[src/rtl/ctrl_pkg.sv]
// ctrl_pkg
// Shared control-path constants for the load-use interlock and the register
// forwarding unit. Both blocks switch on the same forward-select codes so
// their selects can be OR-merged onto one operand mux.
//   - ST_*  : interlock FSM state encoding
//   - FWD_* : 2-bit operand forward-select codes
//   - fwd_mem_sel() : maps a latched operand match to its forward code
package ctrl_pkg;

    localparam logic [1:0] ST_IDLE   = 2'b00;
    localparam logic [1:0] ST_WAIT   = 2'b01;
    localparam logic [1:0] ST_REPLAY = 2'b10;

    localparam logic [1:0] FWD_NONE = 2'b00;
    localparam logic [1:0] FWD_EX   = 2'b01;
    localparam logic [1:0] FWD_R0   = 2'b10;
    localparam logic [1:0] FWD_MEM  = 2'b11;

    // Only the memory-data code is ever produced by the interlock; the
    // EX and R0 codes belong to the forwarding unit.
    function automatic logic [1:0] fwd_mem_sel(input logic match);
        return match ? FWD_MEM : FWD_NONE;
    endfunction

endpackage

[src/rtl/stall_wait_counter.sv]
// stall_wait_counter
// Counts the cycles spent waiting for a multi-cycle load. The count
// saturates at MAX_WAIT-1 so it can never wrap, and terminal flags that
// value so the FSM can give up on the load.
// Ports:
//   clk      in  rising-edge clock
//   rst      in  synchronous, active-low reset
//   clear    in  return the count to zero
//   enable   in  advance the count by one
//   terminal out count has reached MAX_WAIT-1
module stall_wait_counter #(
    parameter int WAIT_WIDTH = 3,
    parameter int MAX_WAIT   = 7
) (
    input  logic clk,
    input  logic rst,
    input  logic clear,
    input  logic enable,
    output logic terminal
);

    localparam logic [WAIT_WIDTH-1:0] TERM_COUNT = WAIT_WIDTH'(MAX_WAIT - 1);

    logic [WAIT_WIDTH-1:0] count;

    always_ff @(posedge clk) begin
        if (!rst) begin
            count <= '0;
        end else if (clear) begin
            count <= '0;
        end else if (enable && (count != TERM_COUNT)) begin
            count <= count + WAIT_WIDTH'(1);
        end
    end

    assign terminal = (count == TERM_COUNT);

endmodule

[src/rtl/load_use_stall.sv]
// load_use_stall
// Load-use interlock that sits next to the forwarding unit. When the ID
// instruction reads the destination of a load in EX, IF and ID are held and
// a bubble is pushed into EX until the load data arrives; on the replay
// cycle the memory-data forward select is driven for each dependent operand.
// Ports:
//   clk, rst            clock and synchronous active-low reset
//   id_valid            ID stage holds a valid instruction
//   rn_1, rn_2          ID source register numbers
//   ex_load, ex_dest    EX instruction is a load, and its destination
//   mem_ready           load data valid in the memory data register
//   stall_if, stall_id  hold PC/IF-ID and the ID/EX operand latch
//   bubble_ex           inject a NOP into EX next cycle
//   reg_forward_mem_1/2 forward select per operand (FWD_MEM or FWD_NONE)
//   mem_timeout         one-cycle pulse when the load wait is abandoned
module load_use_stall
    import ctrl_pkg::*;
#(
    parameter int REG_NUM_WIDTH     = 4,
    parameter int REG_FORWARD_WIDTH = 2,
    parameter int WAIT_WIDTH        = 3,
    parameter int MAX_WAIT          = 7
) (
    input  logic                         clk,
    input  logic                         rst,
    input  logic                         id_valid,
    input  logic [REG_NUM_WIDTH-1:0]     rn_1,
    input  logic [REG_NUM_WIDTH-1:0]     rn_2,
    input  logic                         ex_load,
    input  logic [REG_NUM_WIDTH-1:0]     ex_dest,
    input  logic                         mem_ready,
    output logic                         stall_if,
    output logic                         stall_id,
    output logic                         bubble_ex,
    output logic [REG_FORWARD_WIDTH-1:0] reg_forward_mem_1,
    output logic [REG_FORWARD_WIDTH-1:0] reg_forward_mem_2,
    output logic                         mem_timeout
);

    logic [1:0] state;
    logic [1:0] state_next;
    logic       match_1;
    logic       match_2;
    logic       timeout_q;
    logic       timeout_next;
    logic       wait_terminal;
    logic       hit_1;
    logic       hit_2;
    logic       hz;
    logic       stall;

    // R0 gets no special treatment: a load to R0 still stalls its consumer.
    assign hit_1 = (rn_1 == ex_dest);
    assign hit_2 = (rn_2 == ex_dest);
    assign hz    = id_valid & ex_load & (hit_1 | hit_2);

    stall_wait_counter #(
        .WAIT_WIDTH (WAIT_WIDTH),
        .MAX_WAIT   (MAX_WAIT)
    ) u_wait_counter (
        .clk      (clk),
        .rst      (rst),
        .clear    (state != ST_WAIT),
        .enable   (state == ST_WAIT),
        .terminal (wait_terminal)
    );

    // mem_ready is checked before the terminal count so a load that lands
    // on the last allowed cycle is still replayed rather than abandoned.
    always_comb begin
        state_next   = state;
        timeout_next = 1'b0;
        case (state)
            ST_IDLE: begin
                if (hz) begin
                    state_next = mem_ready ? ST_REPLAY : ST_WAIT;
                end
            end
            ST_WAIT: begin
                if (mem_ready) begin
                    state_next = ST_REPLAY;
                end else if (wait_terminal) begin
                    state_next   = ST_IDLE;
                    timeout_next = 1'b1;
                end
            end
            ST_REPLAY: begin
                // The dependent instruction has already left ID, so any
                // hazard seen here is stale and is not acted upon.
                state_next = ST_IDLE;
            end
            default: begin
                state_next = ST_IDLE;
            end
        endcase
    end

    always_ff @(posedge clk) begin
        if (!rst) begin
            state     <= ST_IDLE;
            match_1   <= 1'b0;
            match_2   <= 1'b0;
            timeout_q <= 1'b0;
        end else begin
            state     <= state_next;
            timeout_q <= timeout_next;
            if ((state == ST_IDLE) && hz) begin
                match_1 <= hit_1;
                match_2 <= hit_2;
            end else if (timeout_next) begin
                match_1 <= 1'b0;
                match_2 <= 1'b0;
            end
        end
    end

    // Mealy stall so the dependent instruction is held in the very cycle the
    // hazard is first seen; everything is masked while reset is asserted.
    assign stall = rst & (((state == ST_IDLE) & hz) | (state == ST_WAIT));

    assign stall_if  = stall;
    assign stall_id  = stall;
    assign bubble_ex = stall;

    assign reg_forward_mem_1 = (rst && (state == ST_REPLAY))
                             ? REG_FORWARD_WIDTH'(fwd_mem_sel(match_1))
                             : REG_FORWARD_WIDTH'(FWD_NONE);
    assign reg_forward_mem_2 = (rst && (state == ST_REPLAY))
                             ? REG_FORWARD_WIDTH'(fwd_mem_sel(match_2))
                             : REG_FORWARD_WIDTH'(FWD_NONE);

    assign mem_timeout = rst & timeout_q;

endmodule

[config.mk]
export PLATFORM = sky130hd
export DESIGN_NAME = load_use_stall
export DESIGN_NICKNAME = d
export VERILOG_FILES = /design/src/rtl/ctrl_pkg.sv /design/src/rtl/stall_wait_counter.sv /design/src/rtl/load_use_stall.sv
export SDC_FILE = /design/constraint.sdc
export NUM_CORES = 1
export LEC_CHECK = 0
export CORE_MARGIN = 3
export CORE_UTILIZATION = 35
export DETAILED_ROUTE_END_ITERATION = 8
export PLACE_DENSITY = 0.69
export SYNTH_ARGS = -nofsm -noshare
export SYNTH_HDL_FRONTEND = slang
export SYNTH_SLANG_ARGS = --single-unit
[constraint.sdc]
create_clock -name clk -period 2.1 [get_ports clk]
set_clock_uncertainty 0.15 [all_clocks]
set_input_delay 0.315 -clock clk [delete_from_list [all_inputs] [get_ports clk]]
set_output_delay 0.315 -clock clk [all_outputs]
set_load 0.05 [all_outputs]
==> impl_results.md, run 1 <==
* Min Hold Slack at 0.334 ns
* Kind of critical path: input pin to primary output
* Gp weighted congestion at 0.751
* Power Density at 392 mW/mm^2
* Core area at 0.00133 mm^2
* Final Max Tran Viols at 0
* Post-Syn Instances at 60
* Post-DP HPWL at 1040 um
* CTS buffer count at 3
* Crit path DAT at 1.56 ns
* Fmax at 493 MHz
* DRT Wirelength at 1360 um
* CP bufs+invs at 2
* Clock latency on the worst-skew pair at 0.25 ns
* Proportion of layout cells with a drive suffix above 1 at 0.290
* Design area at 908 um^2
* Largest stage delay, worst path at 0.27 ns
* Die height at 44.1 um
* Largest net degree at the start of global routing at 8
* Final hold viol count at 0
* Placed cell count at 98
* CP Cell Sequence: dlygate4sd2_1 -> xnor2_1 -> nand4_1 -> a21o_2 -> a21oi_4 -> buf_12
* Die area at 0.00194 mm^2
* H-tree depth at 1
* Drt wl/cell at 12.6 um
* Post-place instance area at 851 um^2
* Total GRT Usage at 0.156
* DRT antenna net count at 0
* Hold-fix buffers, CTS at 0
* Area grow syn2layout at 78.8%
* Clock transition at the registers of the reported paths at 0.05 ns
* Worst-Margin Slew at 0.261 ns
* CP Max Fanout at 3
* Clock Sinks at 8
* Final period util at 0.965
* DR pass1 iterations at 4
* Initial Util at 0.381
* Mean Syn Cell Area at 8.47 um^2
* Worst R2R Setup Slack at 0.67 ns
* Worst setup EP type: primary output
* Max IR drop VDD at 269 uV
* Ant diodes at 0
* Outcome: finished, final reports clean
* Initial antenna violation count at 0
* Setup crit start kind: input pin
* Final core utilization at 0.681
* Synth warn at 0
* Global-route wire length before repair at 2180 um
* Vias in the first global route at 513
* Slew HR at 0.826
* Fin Setup TNS at 0 ns
* Setup violations, final at 0
* CP top delay family: compound AO/OA/AOI/OAI gates
* Die width at 44.1 um
* RSZ-0062 raised after global routing: no
* Max Root-Sink Buffers at 2
* Static Leakage at 0.000360 uW
* Most common cell after layout, fill and taps aside: buf_4
* DRC at 0
* Max Cap Viol at 0
* Synthesized Nets at 79
* I/O pin count at 25
* Commonest non-fill, non-tap cells in the layout: buf_4, xnor2_1, dfxtp_1, buf_12
* Nets at 114
* 1st-iter DRT viols at 10
* Clock Tree Root: clkbuf_4
* CTS tree: yes
* Congestion Overflow GR at 0
* Required time worst endpoint at 1.63 ns
* Yosys reg bits at 8
* Unique masters post-synth at 20
* Fin cells at 108
* Slowest cell on the critical path: a21oi_4
* Row count at 13
* Worst hold path class: flop to flop
* Vias at 544
* IO buf count at 24
* Vias per cell at 5.04
* Cell area after synthesis at 508 um^2
* Seq/Total Area, Yosys at 0.315
* Tmin final at 2.03 ns
## cell usage after synthesis
| library cell | instances | area [um^2] |
|---|---|---|
| a2111oi_4 | 1 | 27.5 |
| nand2_1 | 6 | 22.5 |
| nand4_1 | 2 | 12.5 |
| and2_1 | 1 | 6.26 |
| nor3_1 | 3 | 15.0 |
| a211oi_1 | 1 | 7.51 |
| nand2b_1 | 1 | 6.26 |
| a21oi_1 | 3 | 15.0 |
| buf_4 | 4 | 30.0 |
| or3_1 | 1 | 6.26 |
| dfxtp_1 | 8 | 160 |
| nor2_1 | 7 | 26.3 |
| inv_1 | 3 | 11.3 |
| and3_1 | 1 | 6.26 |
| nand3_1 | 2 | 10.0 |
| xnor2_1 | 9 | 78.8 |
| and4_1 | 2 | 17.5 |
| a21o_2 | 1 | 8.76 |
| ha_1 | 2 | 25.0 |
| o21bai_1 | 2 | 15.0 |
## state kept, by name, indices dropped and copies added, names as in the netlist
register              flops
match_1                   1
timeout_q                 1
u_wait_counter.count      3
match_2                   1
state                     2
## area by class of cell
cell class	count	area, um^2
Multi-Input combinational cell	45	318
Timing Repair Buffer	34	378
Fill cell	102	425
Inverter	3	11.3
Tap cell	15	18.8
Clock buffer	3	22.5
Sequential cell	8	160
## final timing paths
path              end               startpoint  cells after the start
max          stall_id                  rn_2[2]                      6
min           match_2                  match_2                      2
max reg2reg   match_2  u_wait_counter.count[0]                      6
min reg2reg   match_2                  match_2                      2
## logic make-up (layout without fill, tap and decap cells)
logic type / Yosys count / after routing / share of synthesized area
xor gates and xnor gates: 9 / 9 / 0.155
AOI/OAI and AO/OA: 8 / 8 / 0.145
buffers and inverters: 7 / 40 / 0.0813
DFF: 8 / 8 / 0.315
and+or+nand+nor: 26 / 26 / 0.254
adders and majority gates: 2 / 2 / 0.0493
## metrics by stage
stage	power, uW	setup WS, ns
floorplan	190	0.129
global placement	237	-0.149
detailed placement	238	-0.182
CTS	359	0.0552
global route	377	0.00989
finish	356	0.0727
## worst reg2reg max path, stage by stage, from the launching register on
cell	delay (ns)
dfxtp_1	0.36
inv_1	0.06
ha_1	0.22
and3_1	0.23
nand2_1	0.12
nand3_1	0.10
o21bai_1	0.13
## where the power goes
| part | switching (uW) | internal [uW] |
|---|---|---|
| clock network | 51.6 | 65.4 |
| registers | 1.08 | 153 |
| logic | 35.0 | 49.7 |
## timing repair
| action | CTS | global route |
|---|---|---|
| setup endpoints to repair | 3 | 5 |
| gates cloned | 0 | 0 |
| resized for setup | 12 | 13 |
| pin swaps | 12 | 11 |
| setup buffers | 7 | 0 |
## metal layers
| layer | share of wire | global-route usage | up-vias | wire (um) |
|---|---|---|---|---|
| li1 | - | - | 269 | - |
| met1 | 0.38 | 0.153 | 245 | 522 |
| met2 | 0.52 | 0.288 | 26 | 707 |
| met3 | 0.072 | 0.0732 | 4 | 98 |
| met4 | 0.024 | 0.0422 | 0 | 32 |
| met5 | 0 | 0 | - | 0 |
Power figures use the tool's default switching activity.
==> run 2, diff against run 1 <==
ABC_AREA = 1   (was unset)
CORE_ASPECT_RATIO = 1.2   (was unset)
PLACE_DENSITY = 0.66   (was 0.69)
==> impl_results.md, run 2 <==
* Crit path DAT at 1.49 ns (-0.07 ns)
* Ant diodes at 0 (unchanged)
* Die height at 50.7 um (+15%)
* IO buf count at 24 (unchanged)
* Setup crit start kind: input pin
* Max IR drop VDD at 247 uV (-7.9%)
* Synth area leader: dfxtp_1
* Unique masters post-synth at 17 (-15%)
* Final core utilization at 0.650 (-0.0311)
* CP bufs+invs at 3 (+1)
* Final Max Tran Viols at 0 (unchanged)
* Cell area after synthesis at 582 um^2 (+15%)
* Worst-Margin Slew at 0.374 ns (+0.113 ns)
* Post-DP HPWL at 1110 um (+6.3%)
* DR pass1 iterations at 4 (unchanged)
* Setup violations, final at 0 (unchanged)
* Slowest cell on the critical path: clkdlybuf4s50_1
* Largest stage delay, worst path at 0.48 ns (+0.21 ns)
* Vias in the first global route at 609 (+19%)
* CTS tree: yes
* Static Leakage at 0.000526 uW (+46%)
* Commonest non-fill, non-tap cells in the layout: nand2_1, inv_1, dlygate4sd2_1, buf_4
* Worst R2R Setup Slack at 0.63 ns (-0.04 ns)
* Most frequent cell after synthesis: nand2_1
* Synth warn at 0 (unchanged)
* Max Cap Viol at 0 (unchanged)
* Worst hold path class: flop to flop
* Max reg flops at 3 (unchanged)
* Global-route wire length before repair at 2140 um (-1.9%)
* Kind of critical path: input pin to primary output
* Synth async-reset ratio at 0 (unchanged)
* 1st-iter DRT viols at 4 (-6)
* Core area at 0.00150 mm^2 (+13%)
* Hold-fix buffers, CTS at 0 (unchanged)
* Tmin final at 1.96 ns (-0.0681 ns)
* Nets at 153 (+34%)
* Outcome: finished, final reports clean
* Seq/Total Area, Yosys at 0.275 (-0.0400)
* Drt wl/cell at 8.62 um (-32%)
* I/O pin count at 25 (unchanged)
* Top cell type's share of synthesized area at 0.275 (-0.0400)
* Fillers at 143 (+40%)
* Initial antenna violation count at 0 (unchanged)
* Synth Flop Type: dfxtp_1
* Mean Syn Cell Area at 5.76 um^2 (-32%)
* CP Cell Sequence: clkdlybuf4s50_1 -> buf_4 -> nand2_1 -> nor3_2 -> buf_12
* Min Hold Slack at 0.328 ns (-0.00585 ns)
* Row count at 15 (+2)
* Worst setup EP type: primary output
* Vias per cell at 4.57 (-9.3%)
* Clock latency on the worst-skew pair at 0.26 ns (about the same)
* Initial Util at 0.387 (+0.00664)
* EDFF count, synth at 0 (unchanged)
* CP top delay family: buffers and inverters
* Power Density at 375 mW/mm^2 (-4.4%)
* Proportion of layout cells with a drive suffix above 1 at 0.197 (-0.0934)
* Gp weighted congestion at 0.690 (-8.1%)
* Max Root-Sink Buffers at 2 (unchanged)
* Commonest cells post-synth: nand2_1, inv_1, dfxtp_1, nor2_1, a21oi_1
* DRC at 0 (unchanged)
* Clock transition at the registers of the reported paths at 0.06 ns (about the same)
* Clock Tree Root: clkbuf_4
* DRT Wirelength at 1290 um (-5.6%)
* Largest regs: u_wait_counter.count: 3 flops, state: 2 flops
* Dpl ws at -0.169 ns (+0.0130 ns)
* Largest net degree at the start of global routing at 8 (unchanged)
* Final period util at 0.933 (-0.0324)
* Congestion Overflow GR at 0 (unchanged)
* Ranking of synthesized cells by area: dfxtp_1, nand2_1, inv_1
* RSZ-0062 raised after global routing: no
* Top reg by flops: u_wait_counter.count
* Die area at 0.00219 mm^2 (+13%)
* Fmax at 510 MHz (+3.5%)
* Most common cell after layout, fill and taps aside: nand2_1
* Setup WS post-layout at 0.141 ns (+0.0681 ns)
* Yosys reg bits at 8 (unchanged)
* Total power draw at 366 uW (+2.7%)
* Synthesized Nets at 120 (+52%)
* CTS buffer count at 3 (unchanged)
* Total GRT Usage at 0.127 (-0.0282)
* Post-Syn Instances at 101 (+68%)
* Die width at 43.2 um (-2.0%)
* Clock Sinks at 8 (unchanged)
* CP Max Fanout at 7 (+4)
* H-tree depth at 1 (unchanged)
* Final hold viol count at 0 (unchanged)
* Required time worst endpoint at 1.63 ns (about the same)
* Vias at 681 (+25%)
* DRT antenna net count at 0 (unchanged)
* Area grow syn2layout at 67.7%
* Slew HR at 0.749 (-0.0762)
[run 2: cells by family after synthesis]
family	share of synthesized area
fa+ha+maj	0.0430
simple gates	0.402
buf+inv	0.202
compound gates	0.0774
flops	0.275
[run 2: worst paths after layout]
path                           start                       to  cells after the start
min reg2reg  u_wait_counter.count[0]  u_wait_counter.count[0]                      1
min          u_wait_counter.count[0]  u_wait_counter.count[0]                      1
max reg2reg  u_wait_counter.count[0]  u_wait_counter.count[2]                      7
max                              rst     reg_forward_mem_2[0]                      5
[run 2: metrics by stage]
step                cell area (um^2)  instances  setup TNS (ns)
floorplan                        592        101               0
global placement                 951        144          -0.396
detailed placement               951        144          -0.504
CTS                              976        149               0
global route                     976        149               0
finish                           976        149               0
[run 2: worst reg2reg max path, stage by stage (launching register included)]
cell     delay (ns)
dfxtp_1        0.36
inv_1          0.06
ha_1           0.19
nand2_1        0.10
inv_1          0.07
nor2_1         0.19
a21oi_1        0.10
nor3_1         0.17
[run 2: timing repair]
action | 4_1_cts | 5_1_grt
setup buffers | 2 | 0
gates resized for setup | 13 | 0
setup endpoints to repair | 3 | 0
[run 2: final cells by class]
| class | instances | area, um^2 | share of cell area |
|---|---|---|---|
| Clock buffer | 3 | 22.5 | 0.0231 |
| Multi-Input combinational cell | 66 | 317 | 0.324 |
| Sequential cell | 8 | 160 | 0.164 |
| Timing Repair Buffer | 33 | 373 | 0.382 |
| Tap cell | 17 | 21.3 | 0.0218 |
| Inverter | 22 | 82.6 | 0.0846 |
[run 2: power breakdown]
group	internal [uW]	switching (uW)	leakage, uW	total [uW]
Clock	65.6	54.7	0.0000138	120
Sequential	153	1.04	0.0000645	154
Combinational	48.0	43.4	0.000448	91.4
[run 2: metal layers]
metal / up-vias / wire length [um] / share of wire / track usage
met5: - / 0 / 0 / 0
li1: 367 / - / - / -
met4: 0 / 0 / 0 / 0.0603
met2: 18 / 693 / 0.54 / 0.234
met1: 296 / 520 / 0.40 / 0.130
met3: 0 / 72 / 0.056 / 0.0323
